File: src/rtl/ddr_tx_pkg.sv
// Shared state encoding and sizing helpers for the DDR word transmitter and its pad stage.
package ddr_tx_pkg;

  typedef enum logic [1:0] {
    IDLE  = 2'd0,
    PRE   = 2'd1,
    SHIFT = 2'd2,
    POST  = 2'd3
  } tx_state_e;

  localparam int DEF_WIDTH = 8;
  localparam int MIN_CNT_W = 1;

  // Two bits leave per clk cycle, so a word takes WIDTH/2 beats.
  function automatic int beats(input int width);
    return width / 2;
  endfunction

  function automatic int cnt_width(input int width);
    return ($clog2(width / 2) > MIN_CNT_W) ? $clog2(width / 2) : MIN_CNT_W;
  endfunction

endpackage

File: src/rtl/ddr_word_tx.sv
// Serializes valid/ready words two bits per clk onto ODDR D0/D1/TX, framed by one lead and one trail cycle.
// Accept at edge N: PRE in N+1, beats N+2..N+1+B, POST N+2+B; ready only in IDLE and on the last beat.
module ddr_word_tx
  import ddr_tx_pkg::*;
#(
  parameter int   WIDTH     = DEF_WIDTH,
  parameter logic IDLE_LVL  = 1'b0,
  parameter bit   LSB_FIRST = 1'b1
) (
  input  logic             clk,
  input  logic             rst_i,
  input  logic [WIDTH-1:0] data_i,
  input  logic             valid_i,
  output logic             ready_o,
  output logic             d0_o,
  output logic             d1_o,
  output logic             tx_o,
  output logic             frame_o,
  output logic             busy_o
);

  localparam int            B             = beats(WIDTH);
  localparam int            CW            = cnt_width(WIDTH);
  localparam logic [CW-1:0] LAST_BEAT     = CW'(B - 1);
  localparam logic          LAST_IS_FIRST = (B == 1);

  if ((WIDTH < 2) || (WIDTH % 2 != 0)) begin : g_width_chk
    $error("ddr_word_tx: WIDTH must be even and at least 2");
  end

  tx_state_e        state_q;
  logic [CW-1:0]    beat_q;
  logic [WIDTH-1:0] sreg_q;
  logic             ready_q;
  logic             d0_q;
  logic             d1_q;
  logic             tx_q;
  logic             frame_q;
  logic             busy_q;

  logic             accept;
  logic [WIDTH-1:0] src_w;
  logic [WIDTH-1:0] rest_w;
  logic             bit0_w;
  logic             bit1_w;
  logic [CW-1:0]    beat_inc;

  assign accept   = valid_i && ready_q;
  // A word accepted on the last beat is sent straight from the input, skipping the shift register.
  assign src_w    = accept ? data_i : sreg_q;
  assign beat_inc = beat_q + CW'(1);

  if (LSB_FIRST) begin : g_lsb
    assign bit0_w = src_w[0];
    assign bit1_w = src_w[1];
    assign rest_w = src_w >> 2;
  end else begin : g_msb
    assign bit0_w = src_w[WIDTH-1];
    assign bit1_w = src_w[WIDTH-2];
    assign rest_w = src_w << 2;
  end

  always_ff @(posedge clk or negedge rst_i) begin
    if (!rst_i) begin
      state_q <= IDLE;
      beat_q  <= '0;
      sreg_q  <= '0;
      ready_q <= 1'b0;
      d0_q    <= IDLE_LVL;
      d1_q    <= IDLE_LVL;
      tx_q    <= 1'b1;
      frame_q <= 1'b0;
      busy_q  <= 1'b0;
    end else begin
      // Framing cycle unless a branch below says otherwise.
      ready_q <= 1'b0;
      d0_q    <= IDLE_LVL;
      d1_q    <= IDLE_LVL;
      tx_q    <= 1'b0;
      frame_q <= 1'b0;
      busy_q  <= 1'b1;
      case (state_q)
        IDLE: begin
          if (accept) begin
            state_q <= PRE;
            sreg_q  <= data_i;
            beat_q  <= '0;
          end else begin
            ready_q <= 1'b1;
            tx_q    <= 1'b1;
            busy_q  <= 1'b0;
          end
        end
        PRE: begin
          state_q <= SHIFT;
          beat_q  <= '0;
          sreg_q  <= rest_w;
          d0_q    <= bit0_w;
          d1_q    <= bit1_w;
          frame_q <= 1'b1;
          ready_q <= LAST_IS_FIRST;
        end
        SHIFT: begin
          if (beat_q != LAST_BEAT) begin
            beat_q  <= beat_inc;
            sreg_q  <= rest_w;
            d0_q    <= bit0_w;
            d1_q    <= bit1_w;
            ready_q <= (beat_inc == LAST_BEAT);
          end else if (accept) begin
            beat_q  <= '0;
            sreg_q  <= rest_w;
            d0_q    <= bit0_w;
            d1_q    <= bit1_w;
            frame_q <= 1'b1;
            ready_q <= LAST_IS_FIRST;
          end else begin
            state_q <= POST;
          end
        end
        POST: begin
          state_q <= IDLE;
          ready_q <= 1'b1;
          tx_q    <= 1'b1;
          busy_q  <= 1'b0;
        end
        default: begin
          state_q <= IDLE;
          tx_q    <= 1'b1;
          busy_q  <= 1'b0;
        end
      endcase
    end
  end

  assign ready_o = ready_q;
  assign d0_o    = d0_q;
  assign d1_o    = d1_q;
  assign tx_o    = tx_q;
  assign frame_o = frame_q;
  assign busy_o  = busy_q;

endmodule

File: config.mk
export PLATFORM = sky130hd
export DESIGN_NAME = ddr_word_tx
export DESIGN_NICKNAME = d
export VERILOG_FILES = /design/src/rtl/ddr_tx_pkg.sv /design/src/rtl/ddr_word_tx.sv
export SDC_FILE = /design/constraint.sdc
export NUM_CORES = 1
export LEC_CHECK = 0
export BUFFER_PORTS_ARGS = -buffer_cell sky130_fd_sc_hd__buf_4
export CAP_MARGIN = 20
export CORE_MARGIN = 10
export CORE_UTILIZATION = 49
export CTS_CLUSTER_SIZE = 28
export DETAILED_ROUTE_END_ITERATION = 12
export PLACE_DENSITY_LB_ADDON = 0.25
export SYNTH_ARGS = -nofsm -noshare
export SYNTH_HDL_FRONTEND = slang
export SYNTH_SLANG_ARGS = --single-unit
File: constraint.sdc
create_clock -name clk -period 1.77 [get_ports clk]
set_clock_uncertainty 0.1 [all_clocks]
set_input_delay 0.177 -clock clk [delete_from_list [all_inputs] [get_ports clk]]
set_output_delay 0.177 -clock clk [all_outputs]
set_load 0.02 [all_outputs]
==> impl_metrics.json, run 1 <==
{
  "outcome": "finished, final reports clean",
  "grt_max_degree": 19,
  "n_fill_cell": 154,
  "num_io_pins": 17,
  "synth_area_per_cell_um2": 11.4,
  "core_um2": 2020,
  "multi_input_area_um2": 633,
  "pwr-share-seq": 0.248,
  "start_util": 0.535,
  "drive_gt1_frac": 0.463,
  "final_cell_mix": "buf_4, dfrtp_1, inv_1, a21oi_1, mux2i_1",
  "setup_viol": 0,
  "grt_antenna_before_repair": 0,
  "grt.overflow.total": 0,
  "finalHoldViolCount": 0,
  "intPower_mw": 1.70,
  "cts_buffers": 3,
  "dr.pass1.iters": 4,
  "syn-cell-area_um2": 1080,
  "post_drt_via_cell_ratio": 5.79,
  "clk_latency_ps": 300,
  "fmax_ghz": 0.583,
  "slew_headroom": 0.757,
  "grt_usage": 0.121,
  "h-tree-depth": 1,
  "area_growth_pct": 30.4,
  "fin_crit_sh": 0.969,
  "drt_iter0_markers": 44,
  "port_buffers": 16,
  "synth_fa_ha_area_frac": 0.0926,
  "synth-simple-area-share": 0.0880,
  "worst_slew_pin_slew_ps": 360,
  "ys_seq_area_frac": 0.418,
  "leakage_nw": 0.669,
  "cts_tree": "built",
  "synth.distinct_cells": 28,
  "nets": 143,
  "wl_per_cell_um": 17.0,
  "switching_share": 0.416,
  "clockBufferDepth": 2,
  "p_sw_mw": 1.22,
  "hold_path.class": "primary input to register",
  "clock_power_share": 0.089,
  "regArea_um2": 453,
  "synthXorXnorAreaFrac": 0,
  "fp.dieH_um": 67.0,
  "hpwl_mm": 1.87,
  "arrival_ps": 1810,
  "setup_tns_ps": 0,
  "n_antenna_cell": 0,
  "detail-route-antenna-nets": 0,
  "vias": 868,
  "die-area_um2": 4480,
  "synth_top_family_by_area": "compound AO/OA/AOI/OAI gates",
  "cap_violations": 0,
  "path_class": "register to register",
  "post-route-min-period_ps": 1720,
  "cts-root-buf": "clkbuf_4",
  "total_power_mw": 2.92,
  "combinationalPowerShare": 0.663,
  "num_rows": 16,
  "clkSlewWorstSetupHoldPaths_ps": 110,
  "crit_fanout": 4,
  "drcViolationCount": 0,
  "power.density_nw_per_um2": 2070,
  "ys_warn_count": 0,
  "synth_fp_nets": 114,
  "end_kind": "register",
  "grt_pass1_vias": 874,
  "layout_commonest_cell": "buf_4",
  "slew_viol_final": 0,
  "muxShareOfSynthArea": 0.171,
  "peakVddDrop_mv": 1.06,
  "wirelength_mm": 2.55,
  "cp.required_ps": 1860,
  "die_width_um": 67.0,
  "gp_congestion": 0.795,
  "post-place-ws_ps": 28.3,
  "synthCells": 95,
  "layout_setup_ws_ps": 54.8,
  "synth_seq_cells": 18,
  "startpoint_type": "register",
  "grt_pass1_wl_mm": 4.16,
  "synth_compound_area_frac": 0.181,
  "clkSinkCount": 18
}
## cell usage after synthesis
cell,instances,share of area
a311oi_1,1,0.0081
buf_2,1,0.0046
and2_1,1,0.0058
nand2_4,1,0.010
nor4b_1,3,0.024
a21bo_2,2,0.019
ha_1,8,0.093
and3_1,2,0.012
a211o_1,4,0.032
o21ai_0,3,0.014
a221oi_1,2,0.016
dfrtp_1,17,0.39
inv_1,9,0.031
o32a_1,1,0.0093
mux2_2,4,0.042
a21oi_1,6,0.028
mux2i_1,5,0.046
nand4b_1,1,0.0081
o21bai_1,1,0.0069
nor2_1,4,0.014
o41ai_1,2,0.016
mux4_2,4,0.083
dfstp_2,1,0.024
a211oi_1,1,0.0069
nor3_1,3,0.014
a21boi_0,1,0.0069
clkbuf_1,4,0.014
a31oi_1,3,0.017
## layer usage
metal | share of wire | GRT usage | wire length [µm]
met1 | 0.44 | 0.143 | 1110
met2 | 0.50 | 0.198 | 1260
met3 | 0.052 | 0.0385 | 132
met4 | 0.015 | 0.0462 | 38
met5 | 0 | 0 | 0
## layout make-up
cell class	count	share of cell area
clock buffer	4	0.0257
multi-input combinational	63	0.449
tap	27	0.0240
timing repair buffer	29	0.156
sequential	18	0.321
inverter	9	0.0240
## power groups by stage
| stage | Clock (mW) | Sequential (mW) | Combinational [mW] |
|---|---|---|---|
| 6_report | 0.259 | 0.724 | 1.94 |
| 5_1_grt | 0.283 | 0.748 | 2.12 |
| 4_1_cts | 0.261 | 0.715 | 1.80 |
| 3_5_place_dp | 0 | 0.725 | 1.74 |
| 3_3_place_gp | 0 | 0.709 | 1.69 |
| 2_1_floorplan | 0 | 0.778 | 1.08 |
## registers in the layout (all words and copies together) (netlist names)
| name | flops |
|---|---|
| beat_q | 2 |
| busy_o | 1 |
| state_q | 2 |
| tx_o | 1 |
| d0_o | 1 |
| ready_o | 1 |
| d1_o | 1 |
| sreg_q | 8 |
| frame_o | 1 |
## worst max-delay path, stage by stage, from the launching register on
cell and delay [ps]:
dfrtp_2 450, inv_2 110, ha_2 220, nor3_2 60, a31oi_1 160, buf_4 160
mux2_2 330
## per-stage QoR
step / hold WS, ps / utilization / instances / instance area, µm²
4_1_cts: 110 / 0.673 / 149 / 1360
2_1_floorplan: -219 / - / 95 / 1090
6_report: 106 / 0.697 / 150 / 1410
5_1_grt: 103 / 0.697 / 150 / 1410
3_3_place_gp: -43.7 / 0.644 / 144 / 1300
3_5_place_dp: -41.7 / 0.644 / 144 / 1300
## path summary, 6_finish.rpt
check,slack [ps],endpoint,startpoint,cells past startpoint
min in group asynchronous,170,frame_o$_DFF_PN0_,rst_i,2
worst min-delay path,110,d0_o$_DFF_PN0_,data_i[0],3
worst max register to register,50,sreg_q[3]$_DFFE_PN0P_,state_q[1]$_DFFE_PN0P_,6
max in group asynchronous,1150,tx_o$_DFF_PN1_,rst_i,2
worst max-delay path,50,sreg_q[3]$_DFFE_PN0P_,state_q[1]$_DFFE_PN0P_,6
worst min register to register,420,sreg_q[6]$_DFFE_PN0P_,sreg_q[6]$_DFFE_PN0P_,1
## cells by family (layout without fill, tap and decap cells)
kind of cell,after synthesis,after routing
AO/OA/AOI/OAI,27,27
flip-flops,18,18
AND/OR/NAND/NOR,15,15
buffers and inverters,14,42
multiplexers,13,13
adder cells (fa/ha/maj),8,8
## timing repair
item	CTS	global route
setup endpoints to repair	2	10
gates cloned	0	0
hold buffers	1	0
setup buffers	0	1
endpoints found under the hold margin	18	0
gates resized for setup	2	11
No activity file was read; power rests on OpenSTA's default activity.
==> run 2, diff against run 1 <==
BUFFER_PORTS_ARGS = -buffer_cell sky130_fd_sc_hd__buf_2   (was -buffer_cell sky130_fd_sc_hd__buf_4)
==> run 2 against run 1 <==
  * Register-to-register slack gained 30 ps
  * Setup slack gained 30 ps
  * Core utilization shrank 2.2 points
  * Clock power shrank 3%
  * Critical path depth shrank 1
  * Sequential share of layout area grew 0.94 points
  * Sequential cell count is the same
  * Cell count shrank 0.67%
  * Hold slack gained 6.0 ps
==> impl_metrics.json, run 2 (same netlist as run 1, synthesis figures left out) <==
{
  "outcome": "finished, final reports clean",
  "layout_setup_ws_ps": 84.9,
  "hold_depth": 3,
  "combinationalPowerShare": 0.660,
  "worst_slew_pin_slew_ps": 406,
  "crit_fanout": 7,
  "grt.overflow.total": 0,
  "slew_viol_final": 0,
  "wirelength_mm": 2.40,
  "clkSinkCount": 18,
  "largest_reg_flops": 8,
  "clockBufferDepth": 2,
  "die_width_um": 67.0,
  "gp_congestion": 0.770,
  "vias": 862,
  "grt_setup_unrepaired": "no",
  "leakage_nw": 0.660,
  "n_antenna_cell": 0,
  "fp.dieH_um": 67.0,
  "cp.required_ps": 1860,
  "cts-root-buf": "clkbuf_4",
  "cap_violations": 0,
  "hpwl_mm": 1.79,
  "slew_headroom": 0.729,
  "layout_commonest_cell": "dfrtp_1",
  "drcViolationCount": 0,
  "final_cell_mix": "dfrtp_1, buf_2, buf_4",
  "grt_pass1_wl_mm": 3.82,
  "die-area_um2": 4480,
  "clk_latency_ps": 290,
  "clkSlewWorstSetupHoldPaths_ps": 100,
  "drive_gt1_frac": 0.434,
  "grt_max_degree": 19,
  "port_buffers": 16,
  "nets": 142,
  "intPower_mw": 1.69,
  "fmax_ghz": 0.593,
  "placed_area_um2": 1250,
  "p_sw_mw": 1.18,
  "post-place-ws_ps": -8.98,
  "post-route-min-period_ps": 1690,
  "end_kind": "register",
  "h-tree-depth": 1,
  "grt_antenna_before_repair": 0,
  "num_rows": 16,
  "finalHoldViolCount": 0,
  "start_util": 0.535,
  "switching_share": 0.411,
  "detail-route-antenna-nets": 0,
  "setup_viol": 0,
  "cts_tree": "built",
  "grt_pass1_vias": 865,
  "power.density_nw_per_um2": 2100,
  "hold_path.class": "primary input to register",
  "cts_buffers": 3,
  "path_class": "register to register",
  "reg2reg_depth": 5,
  "fin_area_um2": 1370,
  "fin_crit_sh": 0.952,
  "pwr-share-seq": 0.252,
  "biggestRegsByFlops": "sreg_q x8, beat_q x2, state_q x2",
  "dr.pass1.iters": 4,
  "setup_tns_ps": 0,
  "clock_power_share": 0.088,
  "drt_iter0_markers": 55,
  "regMostFlops": "sreg_q",
  "startpoint_type": "register",
  "arrival_ps": 1770,
  "grt_usage": 0.109,
  "wl_per_cell_um": 16.1,
  "area_growth_pct": 26.4,
  "peakVddDrop_mv": 1.14,
  "post_drt_via_cell_ratio": 5.79,
  "core_um2": 2020,
  "num_io_pins": 17
}
-- run 2: changes by cell type in the layout (fill, tap and decap cells not counted), sizes merged --
cell,change
buf,-1
-- run 2: layer usage --
layer,GRT usage,wire (µm),vias to the layer above
li1,-,-,413
met1,0.123,1020,417
met2,0.179,1150,26
met3,0.0485,192,6
met4,0.0359,36,0
met5,0,0,-
-- run 2: critical path: stages (launching register included) --
cell	delay, ps
dfrtp_1	460
inv_2	90
ha_4	320
inv_1	60
mux4_2	280
mux2_2	270
-- run 2: cell type report --
cell class                 instances  area, µm²
timing repair buffer              28        176
fill                             152        656
sequential                        18        452
inverter                           9       33.8
tap                               27       33.8
multi-input combinational         63        634
clock buffer                       4       36.3
-- run 2: stage by stage --
stage	std cells	power (mW)	hold slack [ps]	util
detailed placement	143	2.41	27.1	0.621
global placement	143	2.36	22.9	0.621
finish	149	2.86	112	0.676
CTS	148	2.68	97.0	0.645
global route	149	3.10	92.9	0.676
floorplan	95	1.85	-219	-
-- run 2: power by group through the flow --
| stage | clock network, mW | logic, mW | registers (mW) |
|---|---|---|---|
| floorplan | 0 | 1.08 | 0.778 |
| finish | 0.252 | 1.89 | 0.722 |
| global route | 0.282 | 2.07 | 0.741 |
| CTS | 0.262 | 1.71 | 0.712 |
| global placement | 0 | 1.65 | 0.712 |
| detailed placement | 0 | 1.69 | 0.720 |
-- run 2: final timing paths --
check | startpoint | endpoint | slack (ps)
max | state_q[1]$_DFFE_PN0P_ | sreg_q[4]$_DFFE_PN0P_ | 80
min in group asynchronous | rst_i | d0_o$_DFF_PN0_ | 230
max reg2reg | state_q[1]$_DFFE_PN0P_ | sreg_q[4]$_DFFE_PN0P_ | 80
max in group asynchronous | rst_i | tx_o$_DFF_PN1_ | 1020
min reg2reg | sreg_q[6]$_DFFE_PN0P_ | sreg_q[6]$_DFFE_PN0P_ | 420
min | data_i[0] | d0_o$_DFF_PN0_ | 110
-- run 2: repair_timing --
item                                    CTS  global route
buffers inserted                          0             1
endpoints found under the hold margin    17             0
pin swaps                                 0             0
resized for setup                         1            12
endpoints found under the setup margin    5            11
hold buffers                              1             0
